$ cat src/rtl/ram_dma.sv
// Block copy/fill engine that masters the single-port RAM, one access per cycle.
// Copies take READ/CAPTURE/WRITE per word; fills write every granted cycle.
module ram_dma #(
   parameter int ADDR_WIDTH = 16,
   parameter int DATA_WIDTH = 8,
   parameter int LEN_WIDTH  = 16
) (
   input  logic                  clk,
   input  logic                  reset,
   input  logic                  start,
   input  logic                  fill,
   input  logic [ADDR_WIDTH-1:0] src,
   input  logic [ADDR_WIDTH-1:0] dst,
   input  logic [LEN_WIDTH-1:0]  len,
   input  logic [DATA_WIDTH-1:0] fill_val,
   input  logic                  abort,
   input  logic                  grant,
   output logic                  mem_enable,
   output logic                  mem_we,
   output logic [ADDR_WIDTH-1:0] mem_a,
   output logic [DATA_WIDTH-1:0] mem_di,
   input  logic [DATA_WIDTH-1:0] mem_do,
   output logic                  busy,
   output logic                  done
);

   localparam logic [2:0] IDLE    = 3'd0;
   localparam logic [2:0] READ    = 3'd1;
   localparam logic [2:0] CAPTURE = 3'd2;
   localparam logic [2:0] WRITE   = 3'd3;
   localparam logic [2:0] FINISH  = 3'd4;

   logic [2:0]            state;
   logic [ADDR_WIDTH-1:0] rd_ptr;
   logic [ADDR_WIDTH-1:0] wr_ptr;
   logic [LEN_WIDTH-1:0]  remaining;
   logic [DATA_WIDTH-1:0] hold;
   logic                  fill_q;
   logic [DATA_WIDTH-1:0] fill_val_q;
   logic                  abort_q;
   logic                  last_word;

   assign last_word = (remaining == LEN_WIDTH'(1)) || abort || abort_q;

   // An abort seen while not at a granted write is parked in abort_q so the
   // word in flight still completes before the transfer stops.
   always_ff @(posedge clk) begin
      if (!reset) begin
         state      <= IDLE;
         rd_ptr     <= '0;
         wr_ptr     <= '0;
         remaining  <= '0;
         hold       <= '0;
         fill_q     <= 1'b0;
         fill_val_q <= '0;
         abort_q    <= 1'b0;
      end else begin
         case (state)
            IDLE: begin
               abort_q <= 1'b0;
               if (start) begin
                  fill_q     <= fill;
                  fill_val_q <= fill_val;
                  rd_ptr     <= src;
                  wr_ptr     <= dst;
                  remaining  <= len;
                  if (len == '0)
                     state <= FINISH;
                  else if (fill)
                     state <= WRITE;
                  else
                     state <= READ;
               end
            end
            READ: begin
               if (abort)
                  abort_q <= 1'b1;
               if (grant) begin
                  rd_ptr <= rd_ptr + ADDR_WIDTH'(1);
                  state  <= CAPTURE;
               end
            end
            CAPTURE: begin
               if (abort)
                  abort_q <= 1'b1;
               hold  <= mem_do;
               state <= WRITE;
            end
            WRITE: begin
               if (grant) begin
                  wr_ptr    <= wr_ptr + ADDR_WIDTH'(1);
                  remaining <= remaining - LEN_WIDTH'(1);
                  if (last_word)
                     state <= FINISH;
                  else if (!fill_q)
                     state <= READ;
               end else if (abort) begin
                  abort_q <= 1'b1;
               end
            end
            FINISH: begin
               abort_q <= 1'b0;
               state   <= IDLE;
            end
            default: state <= IDLE;
         endcase
      end
   end

   // Bus drive is purely combinational and killed by reset or a missing grant,
   // so nothing reaches the RAM while the engine does not own the port.
   always_comb begin
      mem_enable = 1'b0;
      mem_we     = 1'b0;
      mem_a      = '0;
      mem_di     = '0;
      if (reset && grant) begin
         case (state)
            READ: begin
               mem_enable = 1'b1;
               mem_a      = rd_ptr;
            end
            WRITE: begin
               mem_enable = 1'b1;
               mem_we     = 1'b1;
               mem_a      = wr_ptr;
               mem_di     = fill_q ? fill_val_q : hold;
            end
            default: ;
         endcase
      end
   end

   assign busy = (state == READ) || (state == CAPTURE) || (state == WRITE);
   assign done = (state == FINISH);

endmodule

$ cat config.mk
export PLATFORM = sky130hd
export DESIGN_NAME = ram_dma
export DESIGN_NICKNAME = d
export VERILOG_FILES = /design/src/rtl/ram_dma.sv
export SDC_FILE = /design/constraint.sdc
export NUM_CORES = 1
export LEC_CHECK = 0
export BUFFER_PORTS_ARGS = -buffer_cell sky130_fd_sc_hd__buf_2
export CORE_AREA = 2 2 92 94
export DETAILED_ROUTE_END_ITERATION = 8
export DIE_AREA = 0 0 94 96
export PLACE_DENSITY = 0.77
export SYNTH_ARGS = -nofsm -noshare
export SYNTH_HDL_FRONTEND = slang
export SYNTH_SLANG_ARGS = --single-unit
$ cat constraint.sdc
create_clock -name clk -period 2.3 [get_ports clk]
set_input_delay 0.46 -clock clk [delete_from_list [all_inputs] [get_ports clk]]
set_output_delay 0.46 -clock clk [all_outputs]
set_load 0.1 [all_outputs]
==> flow_metrics.py <==
metrics = {
    "grt": {
        "grt_max_degree": 34,
        "grt_pass1_wl_mm": 22.24,
        "antenna_found_initial": 0,
        "grt_overflow": 0,
        "grtUsageTotal_pct": 31.14,
        "grt_pass1_vias": 4521,
    },
    "clock_network": {
        "cts_hold_buf": 0,
        "clkLatencyLatePin_ns": 0.35,
        "htreeDepth": 3,
        "cts_root_buf": "clkbuf_8",
        "clock_path_buffers": 2,
        "cts_tree": "done",
        "clkTransAtPathRegs_ns": 0.09,
        "clkSinkCount": 69,
        "numCtsBuffers": 9,
    },
    "sta": {
        "max-slew-margin-rel_pct": 56.31,
        "finClkSkew_ns": 0.01122,
        "drv_slew": 0,
        "setup_viol": 0,
        "final_hold_viol_count": 0,
        "max_slew.worst_pin.slew_ns": 0.6504,
        "max_freq_ghz": 0.4466,
        "fin_crit_sh_pct": 97.34,
        "setup_slack_ns": 0.06107,
        "period_minus_slack_ns": 2.239,
    },
    "layout": {
        "final_util_pct": 71.84,
        "diodes": 0,
        "nets": 724,
        "fillers": 630,
        "final_area_um2": 5784,
        "seq_area_um2": 1384,
        "area_growth_pct": 35.73,
        "multiInputGateArea_um2": 2829,
        "drive_gt1_share_pct": 29.31,
    },
    "routing": {
        "drc_errors": 0,
        "first_pass_iters": 5,
        "wl_mm": 13.64,
        "vias": 4761,
        "drt_iter0_markers": 380,
        "avgViaCountPerCell": 6.264,
        "ant_nets": 0,
        "wl_per_cell_um": 17.94,
    },
    "floorplanning": {
        "fp.coreArea_um2": 8051,
        "initial_core_util_pct": 52.93,
        "die_area_um2": 9024,
        "die_h_um": 96,
        "floorplan.rows": 33,
        "die_x_um": 94,
        "ios": 98,
    },
    "worst_hold_path": {
        "min_path_type": "input port to flop",
    },
    "worst_setup_path": {
        "cp_cell_sequence": "nand2b_4 > or2_4 > clkinvlp_4 > nand2_8 > buf_12 > nor2_4 > buf_12",
        "crit_required_ns": 1.84,
        "cp_slowest_stage_delay_ns": 0.34,
        "crit_path_top_delay_cell": "dfxtp_2",
        "worst-path-buf-inv": 3,
        "timing.critical_path.mode_cell": "buf_12",
        "end_kind": "primary output",
        "critical_path_class": "flop to primary output",
        "crit_family": "simple AND/OR/NAND/NOR gates",
        "arrival_ns": 1.78,
        "start_kind": "flop",
        "crit_fanout": 8,
    },
    "placed_design": {
        "io_buffers": 97,
        "place_ws_ns": 0.1418,
        "place_hpwl_mm": 9.670,
        "place.gp.congestion": 0.9361,
        "place_area_um2": 5495,
    },
    "yosys": {
        "synth_seq_cells": 69,
        "syn_inst": 551,
        "synth.avg_cell_area_um2": 7.734,
        "synth_area_leaders": "dfxtp_1, mux2i_1, a21oi_1, nand2_1, nor2_1",
        "synth_top_area_share_pct": 32.41,
        "synth_area_leader_cell": "dfxtp_1",
        "ys_seq_area_share_pct": 32.41,
        "ys_types": 71,
        "async_reset_ff_share_pct": 0,
        "synth_ff_type": "dfxtp_1",
        "yosys_warnings": 0,
        "syn_nets": 625,
        "netlist_area_um2": 4262,
        "synth_edf_count": 0,
    },
    "pwr": {
        "irDropWorstVdd_mv": 0.3694,
        "powerDensity_nw_per_um2": 667.7,
        "leakage_uw": 0.002127,
    },
    "job": {
        "cap_violations": 0,
    },
    "status": {
        "status": "complete, no violations",
    },
}
power by group:
group	switching (uW)	total, uW	internal, uW
combinational	708	1180	471
sequential	192	1530	1340
clock	528	1160	628
layout by cell type (no fill, tap or decap), types with 3 or more instances in the layout:
cell,synthesis,routed
a211oi_1,13,13
a21oi_1,50,50
a22o_4,0,6
a22oi_1,4,4
a311oi_1,8,8
a31oi_1,10,10
and2_1,8,8
and3_1,6,6
buf_12,0,28
buf_2,8,69
buf_4,3,31
clkbuf_8,0,9
dfxtp_1,69,67
ha_1,4,4
inv_1,11,10
mux2i_1,27,27
nand2_1,56,54
nand2b_1,6,5
nand3_1,22,22
nand4_1,16,16
nor2_1,51,32
nor2_2,0,10
nor2_4,0,9
nor2b_1,3,3
nor3_1,21,21
nor3b_1,3,3
nor4_1,9,9
o21a_1,6,6
o21ai_0,30,29
o22ai_1,7,7
o311ai_0,4,4
o31ai_1,3,3
o32ai_1,3,3
or3_1,6,6
or4_1,4,4
worst min-delay path: stages:
cell,delay (ns)
buf_2,0.10
nand2_1,0.04
a21oi_1,0.05
cell usage after synthesis, types with 2 or more instances:
cell type	number
nor2b_1	3
and3_1	6
ha_1	4
nand3_1	22
o22ai_1	7
nand3b_1	2
nor4_1	9
or3_1	6
o311a_1	2
dfxtp_1	69
nand4_1	16
nor2_1	51
mux2i_1	27
a311oi_1	8
a21boi_0	2
o221a_2	2
o311ai_0	4
a22o_1	6
nor3b_1	3
a21o_1	2
nand2_1	56
o21ai_0	30
and2_1	8
a21oi_1	50
nor3_1	21
o31ai_1	3
a22oi_1	4
o21a_1	6
a221oi_1	2
buf_2	8
buf_4	3
buf_6	3
nor4b_2	2
nor4b_1	2
a211oi_1	13
inv_1	11
a31oi_1	10
nand2b_1	6
buf_1	3
o32ai_1	3
clkbuf_1	23
or4_1	4
state kept, by name, summed over array words and instances, names as in the netlist:
register / flops
wr_ptr: 16
fill_val_q: 8
rd_ptr: 16
abort_q: 1
hold: 8
state: 3
remaining: 16
fill_q: 1
final timing paths:
| kind | cells after the start | endpoint | start | slack [ns] |
|---|---|---|---|---|
| max | 7 | mem_di[5] | state[2] | 0.06 |
| min | 3 | fill_val_q[7] | fill_val[7] | 0.34 |
| max reg2reg | 6 | remaining[9] | state[1] | 0.23 |
| min reg2reg | 2 | fill_val_q[5] | fill_val_q[5] | 0.46 |
kinds of logic (layout without fill, tap and decap cells):
group | count (synthesis) | count (layout) | share of synthesized area [%]
DFF | 69 | 69 | 32.41
adders and majority gates | 4 | 4 | 1.174
muxes | 28 | 28 | 6.606
buffers and inverters | 54 | 158 | 5.813
AOI/OAI and AO/OA | 167 | 167 | 25.78
and+or+nand+nor | 229 | 229 | 28.22
layout make-up:
cell class / instances / area share [%]
multi-input cells: 428 / 48.91
flip-flops and latches: 69 / 23.92
repair buffers: 129 / 19.81
well taps: 105 / 2.271
clock buffers: 9 / 2.141
clock inverters: 7 / 1.817
inverters: 13 / 1.125
metal layers:
| metal | wire length [um] | share of wire (%) | global-route usage [%] | vias to the layer above |
|---|---|---|---|---|
| met2 | 6630 | 49 | 51.43 | 232 |
| met4 | 340 | 2.5 | 13.16 | 0 |
| met1 | 5658 | 41 | 40.86 | 2228 |
| li1 | - | - | - | 2274 |
| met5 | 0 | 0 | 0 | - |
| met3 | 1008 | 7.4 | 4.542 | 27 |
per-stage QoR:
stage	hold slack, ns	cells	setup TNS, ns	power [uW]
3_3_place_gp	0.4426	741	0	2649
5_1_grt	0.3317	760	-0.002845	4067
3_5_place_dp	0.4516	741	0	2689
6_report	0.3387	760	0	3862
4_1_cts	0.3323	759	-0.03473	3843
2_1_floorplan	0.4360	551	-5.190	2320
timing repair:
item                       in CTS  in global routing
setup buffers                   2                  1
setup endpoints to repair       7                 15
pin swaps                       1                  7
hold endpoints to repair        0                  0
resized for setup               3                  5
Note: power is estimated with default switching activity, not from simulation.
